## src/rtl/rdi_pkg.sv

```systemverilog
// Shared RDI definitions: status encodings, FSM states and default limits.
// The timer controller imports the same package so both sides agree on encodings.
package rdi_pkg;

  localparam int STS_W          = 4;
  localparam int PM_MAX_NAK_DEF = 3;

  localparam logic [STS_W-1:0] STS_RESET     = 4'b0000;
  localparam logic [STS_W-1:0] STS_ACTIVE    = 4'b0001;
  localparam logic [STS_W-1:0] STS_L1        = 4'b0100;
  localparam logic [STS_W-1:0] STS_L2        = 4'b1000;
  localparam logic [STS_W-1:0] STS_LINKERROR = 4'b1010;

  typedef enum logic [2:0] {
    ST_RESET   = 3'd0,
    ST_ACTIVE  = 3'd1,
    ST_PM_WAIT = 3'd2,
    ST_L1      = 3'd3,
    ST_L2      = 3'd4,
    ST_LINKERR = 3'd5
  } pm_state_t;

endpackage

```

## src/rtl/rdi_pm_state_fsm.sv

```systemverilog
// RDI power-management / LinkError state machine.
// Follows lp_state_req, reports pl_state_sts, runs the L1/L2 sideband handshake
// with NAK retry and timeout abort, and holds LinkError for its minimum time.
// Drives the timer controller start levels and consumes its timeouts.
module rdi_pm_state_fsm #(
  parameter int STS_W      = 4,
  parameter int PM_MAX_NAK = 3
) (
  input  logic             lclk,
  input  logic             sys_rst,
  input  logic [STS_W-1:0] i_lp_state_req,
  input  logic             i_link_up,
  input  logic             i_linkerror_req,
  input  logic             i_sb_pm_ack,
  input  logic             i_sb_pm_nak,
  input  logic             i_pm_timeout,
  input  logic             i_linkerror_timeout,
  output logic [STS_W-1:0] o_pl_state_sts,
  output logic             o_pm_timer_start,
  output logic             o_linkerror_timer_start,
  output logic             o_sb_pm_req,
  output logic             o_sb_pm_req_l2,
  output logic             o_pm_abort
);

  import rdi_pkg::*;

  localparam logic [STS_W-1:0] ENC_RESET  = STS_W'(STS_RESET);
  localparam logic [STS_W-1:0] ENC_ACTIVE = STS_W'(STS_ACTIVE);
  localparam logic [STS_W-1:0] ENC_L1     = STS_W'(STS_L1);
  localparam logic [STS_W-1:0] ENC_L2     = STS_W'(STS_L2);
  localparam logic [STS_W-1:0] ENC_LERR   = STS_W'(STS_LINKERROR);

  // Number of PM requests (first + retries) allowed before giving up on NAK.
  localparam logic [3:0] NAK_LIMIT = 4'(PM_MAX_NAK);

  pm_state_t  state;
  logic [2:0] nak_cnt;
  // Set by a retryable NAK: the timer is held off for one cycle, then the
  // request is re-sent together with the timer restart.
  logic       resend;

  logic req_active;
  logic req_l1;
  logic req_l2;

  assign req_active = (i_lp_state_req == ENC_ACTIVE);
  assign req_l1     = (i_lp_state_req == ENC_L1);
  assign req_l2     = (i_lp_state_req == ENC_L2);

  // Saturating 3-bit NAK counter increment.
  function automatic logic [2:0] nak_sat_inc(input logic [2:0] cnt);
    return (cnt == 3'd7) ? cnt : cnt + 3'd1;
  endfunction

  // Single-process FSM: state, NAK counter and every registered output.
  always_ff @(posedge lclk or posedge sys_rst) begin
    if (sys_rst) begin
      state                   <= ST_RESET;
      nak_cnt                 <= 3'd0;
      resend                  <= 1'b0;
      o_pl_state_sts          <= ENC_RESET;
      o_pm_timer_start        <= 1'b0;
      o_linkerror_timer_start <= 1'b0;
      o_sb_pm_req             <= 1'b0;
      o_sb_pm_req_l2          <= 1'b0;
      o_pm_abort              <= 1'b0;
    end else begin
      o_sb_pm_req <= 1'b0;
      o_pm_abort  <= 1'b0;

      if (i_linkerror_req) begin
        // LinkError overrides everything, from any state.
        state                   <= ST_LINKERR;
        o_pl_state_sts          <= ENC_LERR;
        nak_cnt                 <= 3'd0;
        resend                  <= 1'b0;
        o_pm_timer_start        <= 1'b0;
        o_linkerror_timer_start <= 1'b1;
      end else begin
        case (state)
          ST_RESET: begin
            if (req_active && i_link_up) begin
              state          <= ST_ACTIVE;
              o_pl_state_sts <= ENC_ACTIVE;
              nak_cnt        <= 3'd0;
            end
          end

          ST_ACTIVE: begin
            if (req_l1 || req_l2) begin
              state            <= ST_PM_WAIT;
              resend           <= 1'b0;
              o_sb_pm_req      <= 1'b1;
              o_sb_pm_req_l2   <= req_l2;
              o_pm_timer_start <= 1'b1;
            end
          end

          ST_PM_WAIT: begin
            if (i_sb_pm_ack) begin
              // ACK beats a simultaneous timeout; target comes from the latched request.
              state            <= o_sb_pm_req_l2 ? ST_L2 : ST_L1;
              o_pl_state_sts   <= o_sb_pm_req_l2 ? ENC_L2 : ENC_L1;
              o_pm_timer_start <= 1'b0;
              resend           <= 1'b0;
            end else if (i_pm_timeout) begin
              state            <= ST_ACTIVE;
              o_pm_abort       <= 1'b1;
              o_pm_timer_start <= 1'b0;
              nak_cnt          <= 3'd0;
              resend           <= 1'b0;
            end else if (i_sb_pm_nak) begin
              if ({1'b0, nak_cnt} + 4'd1 < NAK_LIMIT) begin
                nak_cnt          <= nak_sat_inc(nak_cnt);
                o_pm_timer_start <= 1'b0;
                resend           <= 1'b1;
              end else begin
                state            <= ST_ACTIVE;
                o_pm_abort       <= 1'b1;
                o_pm_timer_start <= 1'b0;
                nak_cnt          <= 3'd0;
                resend           <= 1'b0;
              end
            end else if (req_active) begin
              // Adapter withdrew the request: quiet return, no abort.
              state            <= ST_ACTIVE;
              o_pm_timer_start <= 1'b0;
              nak_cnt          <= 3'd0;
              resend           <= 1'b0;
            end else if (resend) begin
              o_sb_pm_req      <= 1'b1;
              o_pm_timer_start <= 1'b1;
              resend           <= 1'b0;
            end
          end

          ST_L1: begin
            if (req_active && i_link_up) begin
              state          <= ST_ACTIVE;
              o_pl_state_sts <= ENC_ACTIVE;
              nak_cnt        <= 3'd0;
            end
          end

          ST_L2: begin
            // Leaving L2 always goes through a full retrain.
            if (req_active) begin
              state          <= ST_RESET;
              o_pl_state_sts <= ENC_RESET;
            end
          end

          ST_LINKERR: begin
            if (i_linkerror_timeout) begin
              state                   <= ST_RESET;
              o_pl_state_sts          <= ENC_RESET;
              o_linkerror_timer_start <= 1'b0;
            end else begin
              o_linkerror_timer_start <= 1'b1;
            end
          end

          default: begin
            state                   <= ST_RESET;
            o_pl_state_sts          <= ENC_RESET;
            o_pm_timer_start        <= 1'b0;
            o_linkerror_timer_start <= 1'b0;
            nak_cnt                 <= 3'd0;
            resend                  <= 1'b0;
          end
        endcase
      end
    end
  end

endmodule
```

## config.mk

```make
export PLATFORM = sky130hd
export DESIGN_NAME = rdi_pm_state_fsm
export DESIGN_NICKNAME = d
export VERILOG_FILES = /design/src/rtl/rdi_pkg.sv /design/src/rtl/rdi_pm_state_fsm.sv
export SDC_FILE = /design/constraint.sdc
export NUM_CORES = 1
export LEC_CHECK = 0
export CAP_MARGIN = 40
export CORE_MARGIN = 1.5
export CORE_UTILIZATION = 53
export CTS_CLUSTER_DIAMETER = 200
export DETAILED_ROUTE_END_ITERATION = 10
export PLACE_DENSITY_LB_ADDON = 0.08
export SLEW_MARGIN = 20
export SYNTH_ARGS = -nofsm -noshare
export SYNTH_HDL_FRONTEND = slang
export SYNTH_SLANG_ARGS = --single-unit
```

## constraint.sdc

```tcl
create_clock -name lclk -period 3.3 [get_ports lclk]
set_input_delay 0.66 -clock lclk [delete_from_list [all_inputs] [get_ports lclk]]
set_output_delay 0.66 -clock lclk [all_outputs]
set_load 0.005 [all_outputs]
```

==> qor.csv, run 1 <==
stage,metric,value,unit
setup_path,required time of the worst setup path,3470,ps
die,Die X,46.13,um
setup_path,worst-path fanout max,10,
timing,final setup fails,0,
setup_path,critical path launch point type,input pin,
placed_design,pre-CTS setup slack,629.0,ps
grt,first-pass GRT wire length,3477,um
synth,synth unique cells,43,
setup_path,Critical Path AT,2570,ps
min_path,hold depth,1,
power_and_ir_drop,Leak,0.5244,nW
timing,"Slew Viols, Final",0,
setup_path,R2R Setup Slk,1370,ps
min_path,HP Start,o_pl_state_sts[1],
die,Initial Util,56.49,%
setup_path,CP Class,input pin to register,
placed_design,RD Place Congestion,0.8336,
synth,Synth Warn #,0,
setup_path,Reg2Reg Launch Point,state[2],
drt,DRC viols,0,
timing,Hold Fails Final Rpt,0,
synth,"Seq/Total Area, Yosys",40.61,%
clock_network,"Clk pin slew, worst setup/hold paths",80,ps
die,I/O pin count,21,
final_layout,Antenna diodes,0,
synth,"FF+latch count, synth",16,
clock_network,H-tree Lvls,1,
clock_network,postcts setup bufs,0,
synth,predominant post-synthesis flop cell,dfrtp_1,
die,Core ar.,1745,um^2
synth,syn_nets,118,
power_and_ir_drop,internal power,0.4006,mW
timing,setup TNS,0,ps
drt,initial DRC count,37,
drt,"antenna viol nets, final",0,
setup_path,RR Endpoint,o_pl_state_sts[0],
timing,final worst slack,903.0,ps
final_layout,Largest register FFs,4,
setup_path,Setup crit end kind,register,
clock_network,Clock Root Buffer,clkbuf_4,
grt,total grt overflow,0,
power_and_ir_drop,PwrDens,520.0,nW/um^2
grt,vias in the first global route,778,
placed_design,Post-DP Area,1192,um^2
final_layout,Finished Core Util,69.61,%
clock_network,CTS buffer count,3,
min_path,hold endpoint,o_pl_state_sts[1],
final_layout,fin nets,139,
power_and_ir_drop,clock share of power,15.8,%
drt,overall routed net length,2004,um
synth,Post-synth EDFFs,0,
final_layout,largest reg by FF count,o_pl_state_sts,
grt,initial antenna violation count,0,
power_and_ir_drop,Seq pwr share,42.5,%
power_and_ir_drop,Worst IR Drop VDD,0.3291,mV
placed_design,I/O Buffers,20,
setup_path,worst r2r path cells,5,
final_layout,register cell area after layout,400.4,um^2
clock_network,post-CTS resize count,0,
die,Rows,15,
final_layout,design area,1215,um^2
timing,Final Hold Slack,487.9,ps
die,die footprint,2128,um^2
timing,Tmin final,2397,ps
final_layout,fraction of layout instances using a drive strength above 1,8.943,%
timing,Max Fclk,417.2,MHz
final_layout,Largest regs,"o_pl_state_sts: 4 flops, nak_cnt: 3 flops, state: 3 flops",
die,die height,46.13,um
grt,largest net degree at the start of global routing,17,
drt,DR pass1 iterations,4,
timing,RSZ-0062 raised after global routing,no,
grt,GRT Total Usage,23.42,%
synth,ys async rst share,100.0,%
synth,"Avg Cell Area, Syn",9.480,um^2
clock_network,Clock Sinks,16,
timing,Setup Skew,2.315,ps
clock_network,clk buf depth,2,
drt,WL/cell,13.54,um
drt,via count,847,
placed_design,HPWL after detailed placement,1489,um
synth,"Cell Area, Synth",985.9,um^2
drt,DR vias/cell,5.723,
clock_network,clk_lat worst skew,280,ps
final_layout,multi-input logic area,534.3,um^2
final_layout,fill cell count,140,
clock_network,# hold bufs at CTS,0,
status,outcome,"complete, no violations",
clock_network,CTS tree,yes,
min_path,worst hold path class,register to register,
power_and_ir_drop,Switching Fraction,36.58,%
timing,"Period Utilization, post-route",72.64,%
timing,Rel. slew slack,61.92,%
power_and_ir_drop,Psw,0.2311,mW
power_and_ir_drop,Logic pwr share,41.7,%
synth,Gate Count Post-Synth,104,
timing,actual slew at the worst max-slew pin,563.2,ps
final_layout,synth-to-layout area growth,23.22,%
flow_run,Max Cap Viol,0,
-- synthesized netlist by cell type (2+ instances only) --
| library cell | count | area share, % |
|---|---|---|
| nand2b_1 | 3 | 1.9 |
| nor3_1 | 4 | 2.0 |
| a21o_1 | 2 | 1.5 |
| inv_1 | 7 | 2.7 |
| mux2i_1 | 3 | 3.0 |
| mux2_1 | 2 | 2.3 |
| dfrtp_1 | 16 | 41 |
| nor2_1 | 9 | 3.4 |
| ha_1 | 2 | 2.5 |
| a21oi_1 | 8 | 4.1 |
| a21oi_2 | 2 | 1.8 |
| nand3_1 | 3 | 1.5 |
| nand2_1 | 7 | 2.7 |
| or4_1 | 2 | 1.5 |
| o21ai_0 | 4 | 2.0 |
| and2b_1 | 2 | 1.5 |
| buf_2 | 2 | 1.0 |
-- critical path: stages --
cell,delay (ps)
clkdlybuf4s50_1,570
or2_0,390
o41ai_2,380
a21oi_2,120
nand2_2,120
mux2_1,330
-- worst max path at each step --
stage | end | slack, ps | cells past startpoint | start
after floorplan | state[1] | 1240 | 7 | i_linkerror_req
after global placement | o_pl_state_sts[0] | 620 | 6 | i_linkerror_req
after detailed placement | o_pl_state_sts[0] | 630 | 6 | i_linkerror_req
after CTS | o_pl_state_sts[0] | 940 | 6 | i_linkerror_req
after global routing | o_pl_state_sts[0] | 800 | 6 | i_linkerror_req
final | o_pl_state_sts[0] | 900 | 6 | i_linkerror_req
-- placed cells by master (no fill, tap or decap), types with 3 or more instances in the layout --
master and count:
mux2i_1 3, a21oi_1 8, nor3_1 4, clkdlybuf4s50_1 20, clkbuf_4 3, nand2b_1 3, dfrtp_1 16, o21ai_0 4
inv_1 7, nand3_1 3, nor2_1 9, nand2_1 7
-- per-stage QoR --
step	instances	power [mW]
after global placement	145	0.5313
after global routing	148	0.6861
final	148	0.6317
after detailed placement	145	0.5316
after floorplan	104	0.4437
after CTS	148	0.6337
-- area by class of cell --
class	instances	share of cell area, %
Tap cell	25	2.575
Inverter	7	2.163
Multi-Input combinational cell	77	43.98
Timing Repair Buffer	20	16.48
Clock buffer	3	1.854
Sequential cell	16	32.96
-- cells by family after synthesis --
group                      share of synthesized area [%]
and+or+nand+nor                                    24.24
AOI/OAI and AO/OA                                  19.67
DFF                                                40.61
buffers and inverters                              5.203
muxes                                              6.852
adders and majority gates                          2.538
xor gates and xnor gates                          0.8885
-- routing by layer --
| metal | wire, um | global-route usage, % | vias to the layer above |
|---|---|---|---|
| met5 | 0 | 0 | - |
| met3 | 122 | 4.706 | 5 |
| met1 | 933 | 31.96 | 395 |
| li1 | - | - | 411 |
| met4 | 38 | 10.29 | 0 |
| met2 | 910 | 35.56 | 36 |
-- power groups by stage --
stage / sequential (mW) / clock (mW) / combinational [mW]
2_1_floorplan: 0.252 / 0 / 0.192
3_3_place_gp: 0.272 / 0 / 0.260
3_5_place_dp: 0.271 / 0 / 0.261
4_1_cts: 0.268 / 0.103 / 0.263
5_1_grt: 0.277 / 0.117 / 0.292
6_report: 0.268 / 0.0998 / 0.263
Power figures use the tool's default switching activity.
==> run 2, diff against run 1 <==
--- a/config.mk
+++ b/config.mk
@@ -7,7 +7,7 @@
 export LEC_CHECK = 0
 export CAP_MARGIN = 40
 export CORE_MARGIN = 1.5
-export CORE_UTILIZATION = 53
+export CORE_UTILIZATION = 49
 export CTS_CLUSTER_DIAMETER = 200
 export DETAILED_ROUTE_END_ITERATION = 10
 export PLACE_DENSITY_LB_ADDON = 0.08
==> constraint.sdc (replaced) <==
create_clock -name lclk -period 2.43 [get_ports lclk]
set_input_delay 0.486 -clock lclk [delete_from_list [all_inputs] [get_ports lclk]]
set_output_delay 0.486 -clock lclk [all_outputs]
set_load 0.005 [all_outputs]
==> qor.csv, run 2 (synthesis gave the netlist of run 1 again) <==
stage,metric,value,unit,change
clock_network,# hold bufs at CTS,0,,unchanged
final_layout,largest reg by FF count,o_pl_state_sts,,
power_and_ir_drop,Psw,0.3216,mW,+39%
grt,first-pass GRT wire length,3491,um,+0.40%
final_layout,Largest register FFs,4,,unchanged
flow_run,Max Cap Viol,0,,unchanged
power_and_ir_drop,Leak,0.5589,nW,+6.6%
setup_path,worst-path fanout max,5,,-5
power_and_ir_drop,Switching Fraction,36.58,%,about the same
timing,Rel. slew slack,58.42,%,-3.5 points
final_layout,synth-to-layout area growth,28.81,%,
drt,initial DRC count,21,,-43%
grt,vias in the first global route,818,,+5.1%
clock_network,CTS tree,yes,,
grt,total grt overflow,0,,unchanged
power_and_ir_drop,internal power,0.5577,mW,+39%
timing,setup TNS,0,ps,unchanged
timing,final setup fails,0,,unchanged
grt,initial antenna violation count,0,,unchanged
timing,"Slew Viols, Final",0,,unchanged
placed_design,DP Cell Count,154,,+6.2%
die,Die X,47.86,um,+3.7%
final_layout,Largest regs,"o_pl_state_sts: 4 flops, nak_cnt: 3 flops, state: 3 flops",,
die,die footprint,2290,um^2,+7.6%
timing,Max Fclk,492.5,MHz,
setup_path,CP Class,input pin to register,,
clock_network,Clock Sinks,16,,unchanged
clock_network,Clock Root Buffer,clkbuf_4,,
min_path,worst hold path class,register to register,,
placed_design,Post-DP Area,1247,um^2,+4.6%
final_layout,"most common cell after layout, fill and taps aside",clkdlybuf4s50_1,,
setup_path,critical path launch point type,input pin,,
drt,DRC viols,0,,unchanged
die,Initial Util,51.30,%,-5.2 points
timing,actual slew at the worst max-slew pin,623.1,ps,+59.85 ps
power_and_ir_drop,Seq pwr share,41.5,%,-1.0 points
clock_network,clk buf depth,2,,unchanged
die,die height,47.86,um,+3.7%
timing,final worst slack,399.6,ps,-503.4 ps
clock_network,postcts setup bufs,0,,unchanged
timing,RSZ-0062 raised after global routing,no,,
final_layout,fraction of layout instances using a drive strength above 1,13.85,%,+4.9 points
grt,largest net degree at the start of global routing,17,,unchanged
drt,DR vias/cell,5.586,,-2.4%
status,outcome,"complete, no violations",,
drt,overall routed net length,2138,um,+6.7%
drt,"antenna viol nets, final",0,,unchanged
timing,Setup Skew,4.984,ps,+2.669 ps
drt,DR pass1 iterations,4,,unchanged
setup_path,required time of the worst setup path,2610,ps,-860 ps
power_and_ir_drop,clock share of power,15.7,%,about the same
final_layout,fin nets,146,,+5.0%
clock_network,"Clk pin slew, worst setup/hold paths",90,ps,about the same
setup_path,Critical Path AT,2210,ps,-360 ps
clock_network,clk_lat worst skew,290,ps,about the same
die,Rows,16,,+1
timing,Tmin final,2030,ps,
clock_network,H-tree Lvls,1,,unchanged
drt,via count,877,,+3.5%
placed_design,RD Place Congestion,0.8114,,-2.7%
clock_network,CTS buffer count,3,,unchanged
power_and_ir_drop,Logic pwr share,42.8,%,+1.1 points
die,I/O pin count,21,,unchanged
placed_design,pre-CTS setup slack,88.41,ps,-540.5 ps
power_and_ir_drop,Worst IR Drop VDD,0.5243,mV,+59%
drt,WL/cell,13.62,um,+0.57%
grt,GRT Total Usage,21.69,%,-1.7 points
final_layout,Finished Core Util,66.08,%,-3.5 points
timing,Hold Fails Final Rpt,0,,unchanged
clock_network,post-CTS resize count,0,,unchanged
placed_design,I/O Buffers,20,,unchanged
final_layout,Antenna diodes,0,,unchanged
timing,"Period Utilization, post-route",83.56,%,
final_layout,final cell count without fillers,157,,+6.1%
die,Core ar.,1922,um^2,+10%
final_layout,design area,1270,um^2,+4.5%
final_layout,most frequent cells in the layout,"20 x clkdlybuf4s50_1, 16 x dfrtp_1, 9 x nor2_1",,
setup_path,Setup crit end kind,register,,
placed_design,HPWL after detailed placement,1660,um,+11%
power_and_ir_drop,PwrDens,692.4,nW/um^2,+33%
==> run 2: area by class of cell <==
class                      instances  area, um^2
clock buffer                       3       22.52
fill                             169       651.9
inverter                           7       26.28
multi-input combinational         77       534.3
sequential                        16       400.4
tap                               27       33.78
timing repair buffer              27       252.7
==> run 2: layer usage <==
metal	GRT usage [%]	wire, um	vias to the layer above
met2	34.93	975	21
li1	-	-	432
met1	28.97	1048	419
met3	2.642	75	5
met4	9.730	40	0
met5	0	0	-
==> run 2: worst paths after layout <==
check	startpoint	endpoint	slack (ps)	cells after the start
max	i_lp_state_req[1]	state[1]	400	6
min	o_pl_state_sts[1]	o_pl_state_sts[1]	490	1
max reg2reg	state[2]	o_pl_state_sts[0]	460	5
min reg2reg	o_pl_state_sts[1]	o_pl_state_sts[1]	490	1
max in group asynchronous	sys_rst	o_sb_pm_req_l2	1460	2
min in group asynchronous	sys_rst	o_pl_state_sts[2]	570	2
==> run 2: power by group through the flow <==
stage / Combinational (mW) / Sequential, mW / Clock [mW]
2_1_floorplan: 0.260 / 0.342 / 0
3_3_place_gp: 0.371 / 0.368 / 0
3_5_place_dp: 0.371 / 0.370 / 0
4_1_cts: 0.373 / 0.365 / 0.140
5_1_grt: 0.414 / 0.375 / 0.155
6_report: 0.377 / 0.365 / 0.138
==> run 2: through the flow <==
step / hold WS [ps] / total power, mW
after global routing: 519.7 / 0.9443
after global placement: 459.6 / 0.7388
final: 485.6 / 0.8794
after floorplan: 399.7 / 0.6026
after CTS: 486.8 / 0.8786
after detailed placement: 466.2 / 0.7412
==> run 2: critical path, stage by stage <==
cell and delay [ps]:
clkdlybuf4s50_1 570, nor4b_4 90, nor3_1 400, nor2_1 120, o211ai_2 230, mux2_4 320
==> run 3, diff against run 2 <==
==> constraint.sdc (replaced) <==
create_clock -name lclk -period 1.98 [get_ports lclk]
set_input_delay 0.396 -clock lclk [delete_from_list [all_inputs] [get_ports lclk]]
set_output_delay 0.396 -clock lclk [all_outputs]
set_load 0.005 [all_outputs]
==> qor.csv, run 3 (synthesis gave the netlist of run 1 again) <==
stage,metric,value,unit,change
final_layout,Finished Core Util,69.60,%,+3.5 points
timing,Hold Fails Final Rpt,0,,unchanged
final_layout,most frequent cells in the layout,"20 x clkdlybuf4s50_1, 16 x dfrtp_1, 16 x buf_4",,
setup_path,critical path's slowest cell,clkdlybuf4s50_1,,
grt,first-pass GRT wire length,3470,um,-0.60%
die,I/O pin count,21,,unchanged
die,die height,47.86,um,unchanged
power_and_ir_drop,Worst IR Drop VDD,0.6385,mV,+22%
grt,GRT Total Usage,22.38,%,+0.68 points
power_and_ir_drop,Leak,0.6032,nW,+7.9%
timing,actual slew at the worst max-slew pin,632.9,ps,+9.796 ps
timing,Tmin final,1885,ps,
die,Initial Util,51.30,%,unchanged
flow_run,Max Cap Viol,0,,unchanged
power_and_ir_drop,Seq pwr share,39.6,%,-1.9 points
die,Die X,47.86,um,unchanged
power_and_ir_drop,PwrDens,829.5,nW/um^2,+20%
clock_network,CTS tree,yes,,
timing,Setup Skew,0.8358,ps,-4.149 ps
setup_path,CP cell instances,"clkdlybuf4s50_1, nor4b_4, nor3_1, a21o_1, a21oi_2, mux2_1",,
status,outcome,"complete, no violations",,
timing,final setup fails,0,,unchanged
power_and_ir_drop,internal power,0.7090,mW,+27%
placed_design,DP Cell Count,163,,+5.8%
power_and_ir_drop,Logic pwr share,44.9,%,+2.1 points
setup_path,CP Class,input pin to register,,
power_and_ir_drop,Switching Fraction,36.10,%,-0.48 points
setup_path,Setup crit end kind,register,,
clock_network,post-CTS resize count,0,,unchanged
timing,Max Fclk,530.6,MHz,
timing,RSZ-0062 raised after global routing,no,,
setup_path,critical path launch point type,input pin,,
timing,"Slew Viols, Final",0,,unchanged
clock_network,clk_lat worst skew,290,ps,about the same
drt,WL/cell,13.32,um,-2.2%
timing,setup TNS,0,ps,unchanged
setup_path,Critical Path AT,2060,ps,-150 ps
die,Core ar.,1922,um^2,unchanged
clock_network,Clock Root Buffer,clkbuf_4,,
grt,initial antenna violation count,0,,unchanged
drt,DRC viols,0,,unchanged
grt,vias in the first global route,831,,+1.6%
drt,initial DRC count,24,,+14%
die,die footprint,2290,um^2,unchanged
clock_network,# hold bufs at CTS,0,,unchanged
clock_network,CTS buffer count,3,,unchanged
final_layout,final cell count without fillers,166,,+5.7%
grt,largest net degree at the start of global routing,17,,unchanged
drt,DR vias/cell,5.331,,-4.6%
final_layout,"most common cell after layout, fill and taps aside",clkdlybuf4s50_1,,
min_path,worst hold path class,input pin to async pin,,
timing,Rel. slew slack,57.76,%,-0.65 points
drt,"antenna viol nets, final",0,,unchanged
setup_path,worst-path fanout max,3,,-2
placed_design,RD Place Congestion,0.8909,,+9.8%
clock_network,postcts setup bufs,0,,unchanged
timing,Final Hold Slack,479.7,ps,-5.927 ps
clock_network,Clock Sinks,16,,unchanged
die,Rows,16,,unchanged
setup_path,RR Endpoint,o_pl_state_sts[0],,
drt,overall routed net length,2211,um,+3.4%
setup_path,R2R Setup Slk,160,ps,-300 ps
power_and_ir_drop,clock share of power,15.4,%,-0.3 points
timing,final worst slack,95.47,ps,-304.1 ps
clock_network,"Clk pin slew, worst setup/hold paths",90,ps,about the same
final_layout,Largest register FFs,4,,unchanged
placed_design,HPWL after detailed placement,1759,um,+5.9%
setup_path,worst r2r path cells,5,,unchanged
final_layout,fraction of layout instances using a drive strength above 1,19.42,%,+5.6 points
drt,DR pass1 iterations,6,,+2
setup_path,Critical Path Max Stage Delay,460,ps,-110 ps
final_layout,largest reg by FF count,o_pl_state_sts,,
final_layout,synth-to-layout area growth,35.66,%,
placed_design,Post-DP Area,1315,um^2,+5.4%
drt,via count,885,,+0.91%
power_and_ir_drop,Psw,0.4005,mW,+25%
placed_design,I/O Buffers,20,,unchanged
timing,"Period Utilization, post-route",95.18,%,
setup_path,Reg2Reg Launch Point,state[0],,
grt,total grt overflow,0,,unchanged
final_layout,design area,1338,um^2,+5.3%
clock_network,H-tree Lvls,1,,unchanged
final_layout,fin nets,155,,+6.2%
setup_path,required time of the worst setup path,2150,ps,-460 ps
placed_design,pre-CTS setup slack,-220.3,ps,-308.7 ps
final_layout,Antenna diodes,0,,unchanged
power_and_ir_drop,Total Power,1.109,mW,+26%
final_layout,Largest regs,"o_pl_state_sts: 4 flops, nak_cnt: 3 flops, state: 3 flops",,
clock_network,clk buf depth,2,,unchanged
[run 3: changes by cell type in the layout (fill, tap and decap cells not counted)]
cell   delta
buf_4     +9
[run 3: worst max-delay path by stage]
stage / from / end / slack (ps) / cells after the start
3_3_place_gp: i_lp_state_req[1] / nak_cnt[0] / -210 / 6
5_1_grt: i_lp_state_req[0] / nak_cnt[0] / 10 / 6
6_report: i_lp_state_req[1] / nak_cnt[0] / 100 / 6
3_5_place_dp: i_lp_state_req[1] / nak_cnt[0] / -220 / 6
2_1_floorplan: i_linkerror_req / state[1] / 190 / 7
4_1_cts: i_lp_state_req[1] / nak_cnt[0] / 90 / 6
[run 3: cell type report]
class / instances / area, um^2
Fill cell: 170 / 584.3
Timing Repair Buffer: 36 / 320.3
Inverter: 7 / 26.28
Clock buffer: 3 / 22.52
Sequential cell: 16 / 400.4
Tap cell: 27 / 33.78
Multi-Input combinational cell: 77 / 534.3
[run 3: worst max-delay path, delay by kind of cell]
kind | cells | cell delay, ps
compound gates | 2 | 340
buf+inv | 1 | 460
mux | 1 | 340
simple gates | 2 | 530
[run 3: power by group through the flow]
| stage | clock (mW) | combinational (mW) | sequential (mW) |
|---|---|---|---|
| 2_1_floorplan | 0 | 0.320 | 0.420 |
| 3_3_place_gp | 0 | 0.486 | 0.443 |
| 3_5_place_dp | 0 | 0.496 | 0.445 |
| 4_1_cts | 0.174 | 0.501 | 0.439 |
| 5_1_grt | 0.190 | 0.548 | 0.450 |
| 6_report | 0.171 | 0.499 | 0.440 |
[run 3: layer usage]
metal  GRT usage [%]  vias to the layer above  routed length (um)
li1                -                      446                   -
met1           28.86                      411                1027
met2           36.53                       26                1089
met5               0                        -                   0
met4           9.730                        0                  15
met3           3.774                        2                  79
